## config.mk

```make
export PLATFORM = sky130hd
export DESIGN_NAME = mul_div_unit
export DESIGN_NICKNAME = d
export VERILOG_FILES = /design/src/rtl/mdu_pkg.sv /design/src/rtl/mdu_negate.sv /design/src/rtl/mul_div_unit.sv
export SDC_FILE = /design/constraint.sdc
export NUM_CORES = 1
export LEC_CHECK = 0
export CAP_MARGIN = 20
export CORE_MARGIN = 8
export CORE_UTILIZATION = 50
export CTS_BUF_LIST = sky130_fd_sc_hd__clkbuf_4 sky130_fd_sc_hd__clkbuf_8 sky130_fd_sc_hd__clkbuf_16
export DETAILED_ROUTE_END_ITERATION = 16
export PLACE_DENSITY = 0.75
export SYNTH_ARGS = -nofsm -noshare
export SYNTH_HDL_FRONTEND = slang
export SYNTH_SLANG_ARGS = --single-unit
```

## constraint.sdc

```tcl
create_clock -name clk -period 5.4 [get_ports clk]
set_input_delay 0.54 -clock clk [delete_from_list [all_inputs] [get_ports clk]]
set_output_delay 0.54 -clock clk [all_outputs]
set_load 0.1 [all_outputs]
```

## src/rtl/mdu_pkg.sv

```systemverilog
// Shared types and small decode helpers for the multiply/divide unit.
package mdu_pkg;

    typedef enum logic [1:0] {
        MDU_MULT  = 2'b00,
        MDU_MULTU = 2'b01,
        MDU_DIV   = 2'b10,
        MDU_DIVU  = 2'b11
    } mdu_op_t;

    typedef enum logic [1:0] {
        MDU_IDLE = 2'b00,
        MDU_CALC = 2'b01,
        MDU_FIX  = 2'b10
    } mdu_state_t;

    // MULT and DIV treat their operands as two's complement.
    function automatic logic op_is_signed(input mdu_op_t op);
        return (op == MDU_MULT) || (op == MDU_DIV);
    endfunction

    // Bit 1 of the opcode separates the divide pair from the multiply pair.
    function automatic logic op_is_div(input mdu_op_t op);
        return op[1];
    endfunction

endpackage

```

## src/rtl/mdu_negate.sv

```systemverilog
// Conditional two's-complement negation: y = neg ? -a : a.
module mdu_negate #(
    parameter int W = 32
) (
    input  logic         neg,
    input  logic [W-1:0] a,
    output logic [W-1:0] y
);

    assign y = neg ? (~a + W'(1)) : a;

endmodule

```

## src/rtl/mul_div_unit.sv

```systemverilog
// Iterative MULT/MULTU/DIV/DIVU unit with HI/LO result registers.
// A single 2*WIDTH accumulator is shared: shift-add for multiply,
// restoring division ({remainder, quotient}) for divide.
module mul_div_unit
    import mdu_pkg::*;
#(
    parameter int WIDTH = 32
) (
    input  logic             clk,
    input  logic             reset,
    input  logic             start,
    input  logic [1:0]       op,
    input  logic [WIDTH-1:0] src_a,
    input  logic [WIDTH-1:0] src_b,
    input  logic             hilo_we,
    input  logic             hilo_sel,
    input  logic [WIDTH-1:0] hilo_wd,
    output logic             busy,
    output logic             done,
    output logic             div_by_zero,
    output logic [WIDTH-1:0] hi,
    output logic [WIDTH-1:0] lo
);

    localparam int CW = $clog2(WIDTH);
    localparam logic [CW-1:0] CNT_LOAD = CW'(WIDTH - 1);

    mdu_state_t         state_q, state_d;
    mdu_op_t            op_q, op_d;
    logic               neg_res_q, neg_res_d;   // negate product / quotient
    logic               neg_rem_q, neg_rem_d;   // negate remainder (dividend sign)
    logic               fix_stage_q, fix_stage_d;
    logic [CW-1:0]      cnt_q, cnt_d;
    logic [2*WIDTH-1:0] acc_q, acc_d;
    logic [WIDTH-1:0]   opnd_q, opnd_d;         // multiplicand or divisor magnitude
    logic [WIDTH-1:0]   hi_q, hi_d;
    logic [WIDTH-1:0]   lo_q, lo_d;
    logic               done_q, done_d;
    logic               dbz_q, dbz_d;

    mdu_op_t            op_in;
    logic [WIDTH-1:0]   src_arr [2];
    logic [WIDTH-1:0]   mag [2];
    logic [1:0]         src_neg;

    assign op_in      = mdu_op_t'(op);
    assign src_arr[0] = src_a;
    assign src_arr[1] = src_b;

    // Operand magnitudes; unsigned ops pass straight through.
    for (genvar gi = 0; gi < 2; gi++) begin : g_mag
        assign src_neg[gi] = op_is_signed(op_in) & src_arr[gi][WIDTH-1];
        mdu_negate #(.W(WIDTH)) u_mag (
            .neg (src_neg[gi]),
            .a   (src_arr[gi]),
            .y   (mag[gi])
        );
    end

    // One shift-add step: conditionally add the multiplicand to the upper half, shift right.
    logic [WIDTH:0]     mul_sum;
    logic [2*WIDTH-1:0] mul_next;
    assign mul_sum  = {1'b0, acc_q[2*WIDTH-1:WIDTH]} + (acc_q[0] ? {1'b0, opnd_q} : '0);
    assign mul_next = {mul_sum, acc_q[WIDTH-1:1]};

    // One restoring-divide step: shift in the next dividend bit, subtract if it fits.
    // The partial remainder is always below twice the divisor, so the difference fits WIDTH bits.
    logic [WIDTH:0]     div_rem_s;
    logic [WIDTH-1:0]   div_trial;
    logic               div_ge;
    logic [2*WIDTH-1:0] div_next;
    assign div_rem_s = acc_q[2*WIDTH-1:WIDTH-1];
    assign div_trial = div_rem_s[WIDTH-1:0] - opnd_q;
    assign div_ge    = div_rem_s >= {1'b0, opnd_q};
    assign div_next  = {(div_ge ? div_trial : div_rem_s[WIDTH-1:0]), acc_q[WIDTH-2:0], div_ge};

    // Sign correction: full-width negate for products, per-half for quotient/remainder.
    logic [2*WIDTH-1:0] prod_fix;
    logic [WIDTH-1:0]   quo_fix;
    logic [WIDTH-1:0]   rem_fix;
    logic [2*WIDTH-1:0] fix_val;

    mdu_negate #(.W(2*WIDTH)) u_fix_prod (.neg(neg_res_q), .a(acc_q),                     .y(prod_fix));
    mdu_negate #(.W(WIDTH))   u_fix_quo  (.neg(neg_res_q), .a(acc_q[WIDTH-1:0]),          .y(quo_fix));
    mdu_negate #(.W(WIDTH))   u_fix_rem  (.neg(neg_rem_q), .a(acc_q[2*WIDTH-1:WIDTH]),    .y(rem_fix));

    assign fix_val = op_is_div(op_q) ? {rem_fix, quo_fix} : prod_fix;

    // Next-state and datapath control; FIX registers the corrected result, then commits it.
    always_comb begin
        state_d     = state_q;
        op_d        = op_q;
        neg_res_d   = neg_res_q;
        neg_rem_d   = neg_rem_q;
        fix_stage_d = fix_stage_q;
        cnt_d       = cnt_q;
        acc_d       = acc_q;
        opnd_d      = opnd_q;
        hi_d        = hi_q;
        lo_d        = lo_q;
        done_d      = 1'b0;
        dbz_d       = 1'b0;

        case (state_q)
            MDU_IDLE: begin
                if (hilo_we) begin
                    if (hilo_sel) hi_d = hilo_wd;
                    else          lo_d = hilo_wd;
                end
                if (start) begin
                    if (op_is_div(op_in) && (src_b == '0)) begin
                        done_d = 1'b1;
                        dbz_d  = 1'b1;
                    end else begin
                        op_d        = op_in;
                        neg_res_d   = src_neg[0] ^ src_neg[1];
                        neg_rem_d   = op_is_div(op_in) & src_neg[0];
                        opnd_d      = op_is_div(op_in) ? mag[1] : mag[0];
                        acc_d       = {{WIDTH{1'b0}}, (op_is_div(op_in) ? mag[0] : mag[1])};
                        cnt_d       = CNT_LOAD;
                        fix_stage_d = 1'b0;
                        state_d     = MDU_CALC;
                    end
                end
            end
            MDU_CALC: begin
                acc_d = op_is_div(op_q) ? div_next : mul_next;
                cnt_d = cnt_q - CW'(1);
                if (cnt_q == '0) state_d = MDU_FIX;
            end
            MDU_FIX: begin
                if (!fix_stage_q) begin
                    acc_d       = fix_val;
                    fix_stage_d = 1'b1;
                end else begin
                    hi_d    = acc_q[2*WIDTH-1:WIDTH];
                    lo_d    = acc_q[WIDTH-1:0];
                    done_d  = 1'b1;
                    state_d = MDU_IDLE;
                end
            end
            default: state_d = MDU_IDLE;
        endcase
    end

    // State and result registers with asynchronous reset.
    always_ff @(posedge clk or posedge reset) begin
        if (reset) begin
            state_q     <= MDU_IDLE;
            op_q        <= MDU_MULT;
            neg_res_q   <= 1'b0;
            neg_rem_q   <= 1'b0;
            fix_stage_q <= 1'b0;
            cnt_q       <= '0;
            acc_q       <= '0;
            opnd_q      <= '0;
            hi_q        <= '0;
            lo_q        <= '0;
            done_q      <= 1'b0;
            dbz_q       <= 1'b0;
        end else begin
            state_q     <= state_d;
            op_q        <= op_d;
            neg_res_q   <= neg_res_d;
            neg_rem_q   <= neg_rem_d;
            fix_stage_q <= fix_stage_d;
            cnt_q       <= cnt_d;
            acc_q       <= acc_d;
            opnd_q      <= opnd_d;
            hi_q        <= hi_d;
            lo_q        <= lo_d;
            done_q      <= done_d;
            dbz_q       <= dbz_d;
        end
    end

    assign busy        = (state_q == MDU_CALC) || (state_q == MDU_FIX);
    assign done        = done_q;
    assign div_by_zero = dbz_q;
    assign hi          = hi_q;
    assign lo          = lo_q;

endmodule
```

Word level (Yosys, flattened, before mapping)
Cells that the tools add are included.
Widths: inputs -> output; s select.

storage, ports and cells
  bits of input ports = 103
  logic and storage cells = 103
  bits in registers = 174
  output and inout port bits = 67

cells by class
  bitwise gates (word level) = 10
  add/subtract/negate cells = 8
  multiplexer cells = 39
  reduce and logical (&&, ||, !) cells = 18
  order comparisons = 1
  eq/ne operators = 14

operators with widths
  operator               number
  $mux 32                14
  $mux 64                6
  $pmux 64 s3            1
  $add 32x1->32 const B  4
  $not 32->32            4
  $pmux 32 s2            2
  $add 64x1->64 const B  1
  $not 64->64            1
  $add 32x32->33         1
  $ge 33x32->1           1
  $logic_not 32->1       1
  $sub 32x32->32         1
  $ne 2x2->1 const B     9
  $reduce_and 4->1       3
  $mux 5                 2
  $pmux 5 s2             1
  $reduce_and 3->1       3
  $mux 2                 4
  $mux 1                 6
  $ne 3x3->1 const B     2
  $pmux 2 s3             1
  $reduce_and 6->1       1
  $logic_not 5->1        1
  $reduce_and 5->1       1
  12 further kinds       19

Depth between registers and ports, before layout
Gate-level depths: netlist of the first run.

  depth after elaboration = 8
  gate-level depth with buffers = 15
  depth with buffers taken out = 13

Hierarchy
A second synthesis of the first run with hierarchy kept.

second synthesis, totals
  cell total of the unflattened synthesis = 2300
  area total of the unflattened synthesis = 18624.1 µm²

modules (own cells, without submodules)
  module                            area each (µm²)  times used  cells an instance  sequential area each (µm²)
  mul_div_unit                      13867.0          1           1698               4329.2
  mdu_negate at g_mag[0].u_mag ...  777.0            4           99                 0.0
  mdu_negate at u_fix_prod          1649.1           1           206                0.0

Worst setup path before layout of the first run
Ideal clock, no wire load.

  path kind = register to register
  start point = register acc_q[0]
  end point = register acc_q[50]
  library setup time = 0.136 ns
  buffers on the path = 3
  clock period less this slack = 3.520 ns
  setup slack = 1.880 ns
  arrival time = 3.384 ns
  data required time = 5.264 ns
  cell stages (with the launch flop) = 16
  cells stage by stage = dfrtp_1 -> inv_1 -> clkbuf_1 -> ha_1 -> nor3b_1 -> nand2_1 -> nor3_2 -> a21o_1 -> buf_4 -> nand2_2 -> or2_1 -> buf_2 -> or4_1 -> nor3b_1 -> a21oi_1 -> o211ai_1

between the ends
  word-level cells in the longest chain between the ends = 6
  elaborated cells on any way between the ends = 9
  those cells by class = 2 x add/sub; 6 x mux; 1 x bitwise

RTL lines
  element                 RTL line             text
  start, declared         mul_div_unit.sv:34   logic [2*WIDTH-1:0] acc_q, acc_d;
  start signal, assigned  mul_div_unit.sv:155  acc_q <= '0;
  start signal, assigned  mul_div_unit.sv:168  acc_q <= acc_d;
  $not 64->64             mdu_negate.sv:10     assign y = neg ? (~a + W'(1)) : a;
  $add 64x1->64           mdu_negate.sv:10
  $mux 64                 mdu_negate.sv:10
  $mux 64                 mul_div_unit.sv:87   assign fix_val = op_is_div(op_q) ? {rem_fix, quo_fix} : prod_fix;
  $mux 64                 mul_div_unit.sv:132  if (!fix_stage_q) begin
  $pmux 64 s3 *           mul_div_unit.sv:104  case (state_q)

Every way passes the cells marked *; elsewhere a longest branch is shown, timed or not. The select of a mux whose other input is x is not followed.
A chain may end at the register's enable or synchronous reset.

Worst setup path after layout of the first run
  start point = register acc_q[32]
  end point = register acc_q[55]

between the ends
  word-level cells in the longest chain between the ends = 6
  elaborated cells on any way between the ends = 14
  those cells by class = 4 x add/sub; 1 x order compare; 7 x mux; 2 x bitwise

RTL lines
  element                                                RTL line
  $not 64->64 / $not 32->32 (equally long branches)      mdu_negate.sv:10
  $add 64x1->64 / $add 32x1->32 (equally long branches)  mdu_negate.sv:10
  $mux 64 / $mux 32 (equally long branches)              mdu_negate.sv:10
  $mux 64                                                mul_div_unit.sv:87
  $mux 64                                                mul_div_unit.sv:132
  $pmux 64 s3 *                                          mul_div_unit.sv:104

Marked as above.

==> flow_summary.json, run 1 <==
{
  "outcome": "finished, final reports clean",
  "dp.cells": 2514,
  "cp_max_fo": 9,
  "cp.required_ns": 5.71,
  "synth.most_common_cell": "a21oi_1",
  "r2r-start": "acc_q[32]$_DFFE_PP0P_",
  "synth_top_family_by_area": "compound AO/OA/AOI/OAI gates",
  "yosysWarnings": 0,
  "num_io_pins": 170,
  "r2r_setup_slack_ns": 1.12,
  "synth_fa_ha_area_share_pct": 6.292,
  "htreeDepth": 4,
  "synth_xor_area_share_pct": 7.702,
  "grt_max_degree": 107,
  "tns_ns": 0,
  "cts_root_buffer": "clkbuf_16",
  "wl_per_cell_um": 22.08,
  "gp_congestion": 0.9883,
  "ys_seq_area_share_pct": 28.20,
  "irDropWorstVdd_uv": 376.4,
  "period_share_pct": 79.30,
  "grt_pass1_vias": 15230,
  "drv_slew": 0,
  "end_kind": "flip-flop",
  "yosys_most_used_dff": "dfrtp_1",
  "yosysTopAreaCell": "dfrtp_1",
  "grt_usage_pct": 30.10,
  "drive_above_1_share_pct": 4.746,
  "initial_core_util_pct": 50.45,
  "synthArstFlopShare_pct": 100.0,
  "numCtsBuffers": 17,
  "whs_path_depth": 2,
  "slew_headroom_pct": 25.86,
  "hold_start": "opnd_q[18]$_DFFE_PP0P_",
  "cts_tree": "yes",
  "syn-num-nets": 2228,
  "yosysTopAreaCellShare_pct": 28.20,
  "max_freq_ghz": 0.2335,
  "dp_hpwl_um": 43220,
  "port_buffers": 169,
  "hold-path-endpoint": "opnd_q[18]$_DFFE_PP0P_",
  "critPathArrivalTime_ns": 4.60,
  "syn-instance-count": 2049,
  "tightest_slew_ns": 1.102,
  "netlist_area_um2": 15350,
  "synth_common_cells": "a21oi_1 (302), nor2_1 (243), o21ai_0 (186)",
  "ctsResizeCount": 0,
  "syn_to_final_growth_pct": 16.49,
  "n_fill_cell": 2776,
  "r2r-end": "acc_q[55]$_DFFE_PP0P_",
  "grt_pass1_wl_um": 86490,
  "power-per-cell-area_nw_per_um2": 640.7,
  "setup_viol": 0,
  "clk_pin_slew_worst_paths_ns": 0.07,
  "synth_area_leaders": "dfrtp_1 (28%), a21oi_1 (9.8%), o21ai_0 (6.1%)",
  "stdcell_count": 2547,
  "crit_start": "acc_q[32]$_DFFE_PP0P_",
  "muxShareOfSynthArea_pct": 3.358,
  "vias": 16100,
  "reg2regPathDepth": 12,
  "worst_clock_skew_ns": 0.02240,
  "cts_hold_buf": 0,
  "cts.path.max_buffers": 2,
  "syn_area_per_cell_um2": 7.493,
  "synth-simple-area-share_pct": 21.46,
  "multi_input_area_um2": 10260,
  "cts.sinks": 173,
  "synth_compound_area_share_pct": 27.73,
  "drt-pass1-iter-count": 5,
  "yosys.cell_types.count": 75,
  "cp-start-kind": "flip-flop",
  "die_h_um": 191.2,
  "core_area_um2": 30430,
  "ys_ff_latch": 173,
  "routed_wl_um": 56250,
  "synth_edf_count": 0,
  "min_period_ns": 4.282,
  "rows": 64,
  "grt_overflow": 0,
  "hold_path_class": "flip-flop to flip-flop",
  "cap_violations": 0,
  "die_w_um": 191.2,
  "cts_setup_buffers": 0,
  "rsz0062_at_grt": "false",
  "drtIter0Drc": 1879,
  "p_leak_uw": 0.007563,
  "fin_nets": 2316,
  "clk_latency_ns": 0.44,
  "die-area_um2": 36570,
  "drc": 0,
  "antenna_found_initial": 0,
  "antenna_left": 0,
  "register_area_um2": 4330,
  "vias_per_cell": 6.322,
  "crit_type": "flip-flop to flip-flop",
  "finalHoldViolCount": 0
}
cells by family (layout without fill, tap and decap cells):
family / count (synthesis) / in the layout
AO/OA/AOI/OAI: 720 / 720
XOR/XNOR: 135 / 135
adder cells (fa/ha/maj): 76 / 76
buffers and inverters: 208 / 308
flip-flops: 173 / 173
multiplexers: 50 / 50
other: 0 / 2
AND/OR/NAND/NOR: 687 / 687
metrics by stage:
step / hold WS, ns / utilization, % / worst slack (ns) / power [uW] / area, um^2
after floorplan: 0.4387 / - / 0.1715 / 7913 / 15350
after global routing: 0.5065 / 58.75 / 1.062 / 12090 / 17880
after detailed placement: 0.4732 / 56.89 / 0.9179 / 10070 / 17310
after CTS: 0.4879 / 58.75 / 1.263 / 11320 / 17880
after global placement: 0.4634 / 56.89 / 1.006 / 9968 / 17310
final: 0.4786 / 58.77 / 1.118 / 11460 / 17880
worst max-delay path, stage by stage, from the launching register on:
cell,delay (ns)
dfrtp_1,0.52
ha_1,0.36
nor2b_1,0.15
o211ai_1,0.26
a31oi_1,0.24
or4_1,0.60
a211o_1,0.33
a31oi_1,0.38
o21ai_0,0.36
xor2_1,0.24
o311ai_0,0.45
buf_4,0.20
o21ai_0,0.07
how the worst max path moves through the flow:
| stage | cells after the start | endpoint | slack, ns |
|---|---|---|---|
| floorplan | 1 | acc_q[0]$_DFFE_PP0P_ | 0.17 |
| global placement | 11 | acc_q[59]$_DFFE_PP0P_ | 1.01 |
| detailed placement | 12 | acc_q[58]$_DFFE_PP0P_ | 0.92 |
| CTS | 12 | acc_q[55]$_DFFE_PP0P_ | 1.26 |
| global route | 11 | acc_q[43]$_DFFE_PP0P_ | 1.06 |
| finish | 12 | acc_q[55]$_DFFE_PP0P_ | 1.12 |
per-layer routing:
metal,vias to the layer above,share of wire [%],track usage (%)
li1,7550,-,-
met2,754,44,45.50
met4,0,5.6,16.49
met3,133,7.8,4.506
met5,-,0,0
met1,7665,43,40.88
power by group:
| part | leakage [uW] | internal, uW | switching, uW |
|---|---|---|---|
| clock | 0.000275 | 616 | 617 |
| combinational | 0.00520 | 2330 | 5200 |
| sequential | 0.00209 | 1850 | 839 |
| total | 0.00756 | 4800 | 6660 |
final cells by class:
type	instances	share of cell area, %
Antenna cell	2	0.02799
Clock buffer	17	2.379
Clock inverter	14	0.7976
Inverter	77	1.644
Multi-Input combinational cell	1668	57.36
Sequential cell	173	24.21
Tap cell	396	2.771
Timing Repair Buffer	200	10.80
registers in the layout, summed over array words and instances (netlist names), 2 cells and up:
| register | count |
|---|---|
| state_q | 2 |
| opnd_q | 32 |
| cnt_q | 5 |
| hi | 32 |
| acc_q | 64 |
| lo | 32 |
cells in the final DEF, fill, tap and decap left out, types with 18 or more instances in the layout:
master	instances
a211oi_1	18
a21o_1	45
a21oi_1	300
buf_4	30
clkdlybuf4s50_1	168
dfrtp_1	172
ha_1	73
inv_1	76
mux2i_1	38
nand2_1	161
nand3_1	27
nand4_1	20
nor2_1	243
nor2b_1	46
nor3_1	66
nor4_1	21
o21ai_0	186
o31ai_1	26
or4_1	21
xnor2_1	83
xor2_1	52
No activity file was read; power rests on OpenSTA's default activity.
==> run 2: changes to the inputs <==
clock period = 3.5 ns   (was 5.4 ns; I/O delays follow)
==> run 2 against run 1 <==
Routed wire length is 5.4% higher; highest routed layer unchanged; count of clock-buffer cells in the layout is 2 higher; sequential power is 32% higher.
==> flow_summary.json, run 2 (synthesis results as in run 1) <==
{
  "globalRouteMet2Util_pct": 49.24,
  "n_fill_cell": 2623,
  "final_cell_mix": "a21oi_1 (298), nor2_1 (243), buf_4 (237), o21ai_0 (181), dfrtp_1 (172)",
  "clk_latency_ns": 0.44,
  "grt_usage_pct": 31.62,
  "register_area_um2": 4330,
  "dpl_cell_area_um2": 18990,
  "num_io_pins": 170,
  "vias_per_cell": 6.239,
  "drtIter0Drc": 1934,
  "routed_wl_um": 59260,
  "power-per-cell-area_nw_per_um2": 986.8,
  "port_buffers": 169,
  "cp-start-kind": "flip-flop",
  "die-area_um2": 36570,
  "use_met1_pct": 40.72,
  "final_common_cell": "a21oi_1",
  "crit_type": "flip-flop to flip-flop",
  "crit_slowest_cell": "or4_4",
  "die_w_um": 191.2,
  "crit_path_frequent_cell": "or4_4",
  "grt_overflow": 0,
  "drc": 0,
  "worst_clock_skew_ns": 0.01051,
  "setup_ws_ns": 0.1236,
  "min_period_ns": 3.376,
  "end_kind": "flip-flop",
  "hold_path_class": "input port to async pin",
  "clk_pin_slew_worst_paths_ns": 0.07,
  "fin_nets": 2529,
  "tightest_slew_ns": 1.040,
  "irDropWorstVdd_uv": 487.0,
  "critPathTopFamily": "simple AND/OR/NAND/NOR gates",
  "grt_pass1_wl_um": 91270,
  "grt_pass1_vias": 16470,
  "initial_core_util_pct": 50.45,
  "drv_slew": 0,
  "dp_hpwl_um": 46620,
  "gp_congestion": 1.017,
  "finalHoldViolCount": 0,
  "core_area_um2": 30430,
  "crit_chain": "or4_4 -> or4_4 -> nor3b_4 -> a21oi_2 -> nand4b_4 -> or3_4 -> nor4_4 -> nor4_1 -> a311oi_1 -> o211ai_1",
  "rows": 64,
  "dp_slack_ns": -0.06035,
  "dp.cells": 2726,
  "cts.sinks": 173,
  "cp.required_ns": 3.81,
  "htreeDepth": 4,
  "outcome": "finished, final reports clean",
  "wl_per_cell_um": 21.49,
  "antenna_found_initial": 0,
  "cap_violations": 0,
  "syn_to_final_growth_pct": 28.30,
  "largest_reg_flops": 64,
  "worst-path-buf-inv": 0,
  "stdcell_count": 2758,
  "cts_hold_buf": 0,
  "setup_viol": 0,
  "cp_max_fo": 7,
  "vias": 17210,
  "drive_above_1_share_pct": 14.06,
  "period_share_pct": 96.47,
  "n_antenna_cell": 0,
  "grtUsageMet3_pct": 4.798,
  "numCtsBuffers": 17,
  "slew_headroom_pct": 30.42,
  "grt_max_degree": 107,
  "cts.path.max_buffers": 2,
  "multi_input_area_um2": 10360,
  "cts_tree": "yes",
  "die_h_um": 191.2,
  "slowest_delay_ns": 0.56,
  "drt-pass1-iter-count": 9,
  "p_leak_uw": 0.008697,
  "cts_root_buffer": "clkbuf_16",
  "critPathArrivalTime_ns": 3.69,
  "busiest_layer": "met2",
  "top_register": "acc_q",
  "fin_area_um2": 19700,
  "max_freq_ghz": 0.2962,
  "antenna_left": 0
}
run 2: worst register-to-register path, delay by kind of cell (launching register included):
kind | cells | cell delay [ns]
AO/OA/AOI/OAI | 3 | 0.53
flip-flops | 1 | 0.38
AND/OR/NAND/NOR | 7 | 2.31
run 2: repair_timing:
item,CTS,global route
buffers inserted,0,1
gates resized for setup,1,24
pin swaps,0,7
setup endpoints to repair,3,27
run 2: final cells by class:
type	instances	area share, %
clock buffers	19	2.236
clock inverters	12	0.8322
inverters	77	1.486
multi-input cells	1668	52.59
flip-flops and latches	173	21.99
well taps	396	2.516
repair buffers	413	18.36
run 2: metrics by stage:
step / hold slack [ns] / utilization, % / power [uW] / setup TNS (ns)
finish: 0.3059 / 64.73 / 19440 / 0
global route: 0.3248 / 64.73 / 20430 / -0.0004174
CTS: 0.3130 / 64.42 / 19060 / 0
detailed placement: 0.4710 / 62.41 / 16960 / -0.2252
global placement: 0.4611 / 62.41 / 16750 / -0.06146
floorplan: 0.4387 / - / 12210 / 0
run 2: worst paths after layout:
check	from	endpoint	slack (ns)	depth (start not counted)
worst max register to register	acc_q[16]$_DFFE_PP0P_	acc_q[57]$_DFFE_PP0P_	0.12	10
worst min register to register	opnd_q[7]$_DFFE_PP0P_	opnd_q[7]$_DFFE_PP0P_	0.48	2
worst min-delay path	reset	lo[19]$_DFFE_PP0P_	0.31	2
min in group clk	opnd_q[7]$_DFFE_PP0P_	opnd_q[7]$_DFFE_PP0P_	0.48	2
worst max-delay path	acc_q[16]$_DFFE_PP0P_	acc_q[57]$_DFFE_PP0P_	0.12	10
max in group asynchronous	reset	opnd_q[11]$_DFFE_PP0P_	2.29	3
run 2: power by group:
part,internal (uW),switching [uW],total (uW)
logic,4750,9120,13900
clock network,1150,888,2030
registers,2870,666,3540
run 2: per-layer routing:
| metal | vias to the layer above | wire (um) |
|---|---|---|
| met4 | 0 | 3934 |
| met5 | - | 0 |
| li1 | 7981 | - |
| met2 | 924 | 26470 |
| met3 | 208 | 5011 |
| met1 | 8095 | 23840 |
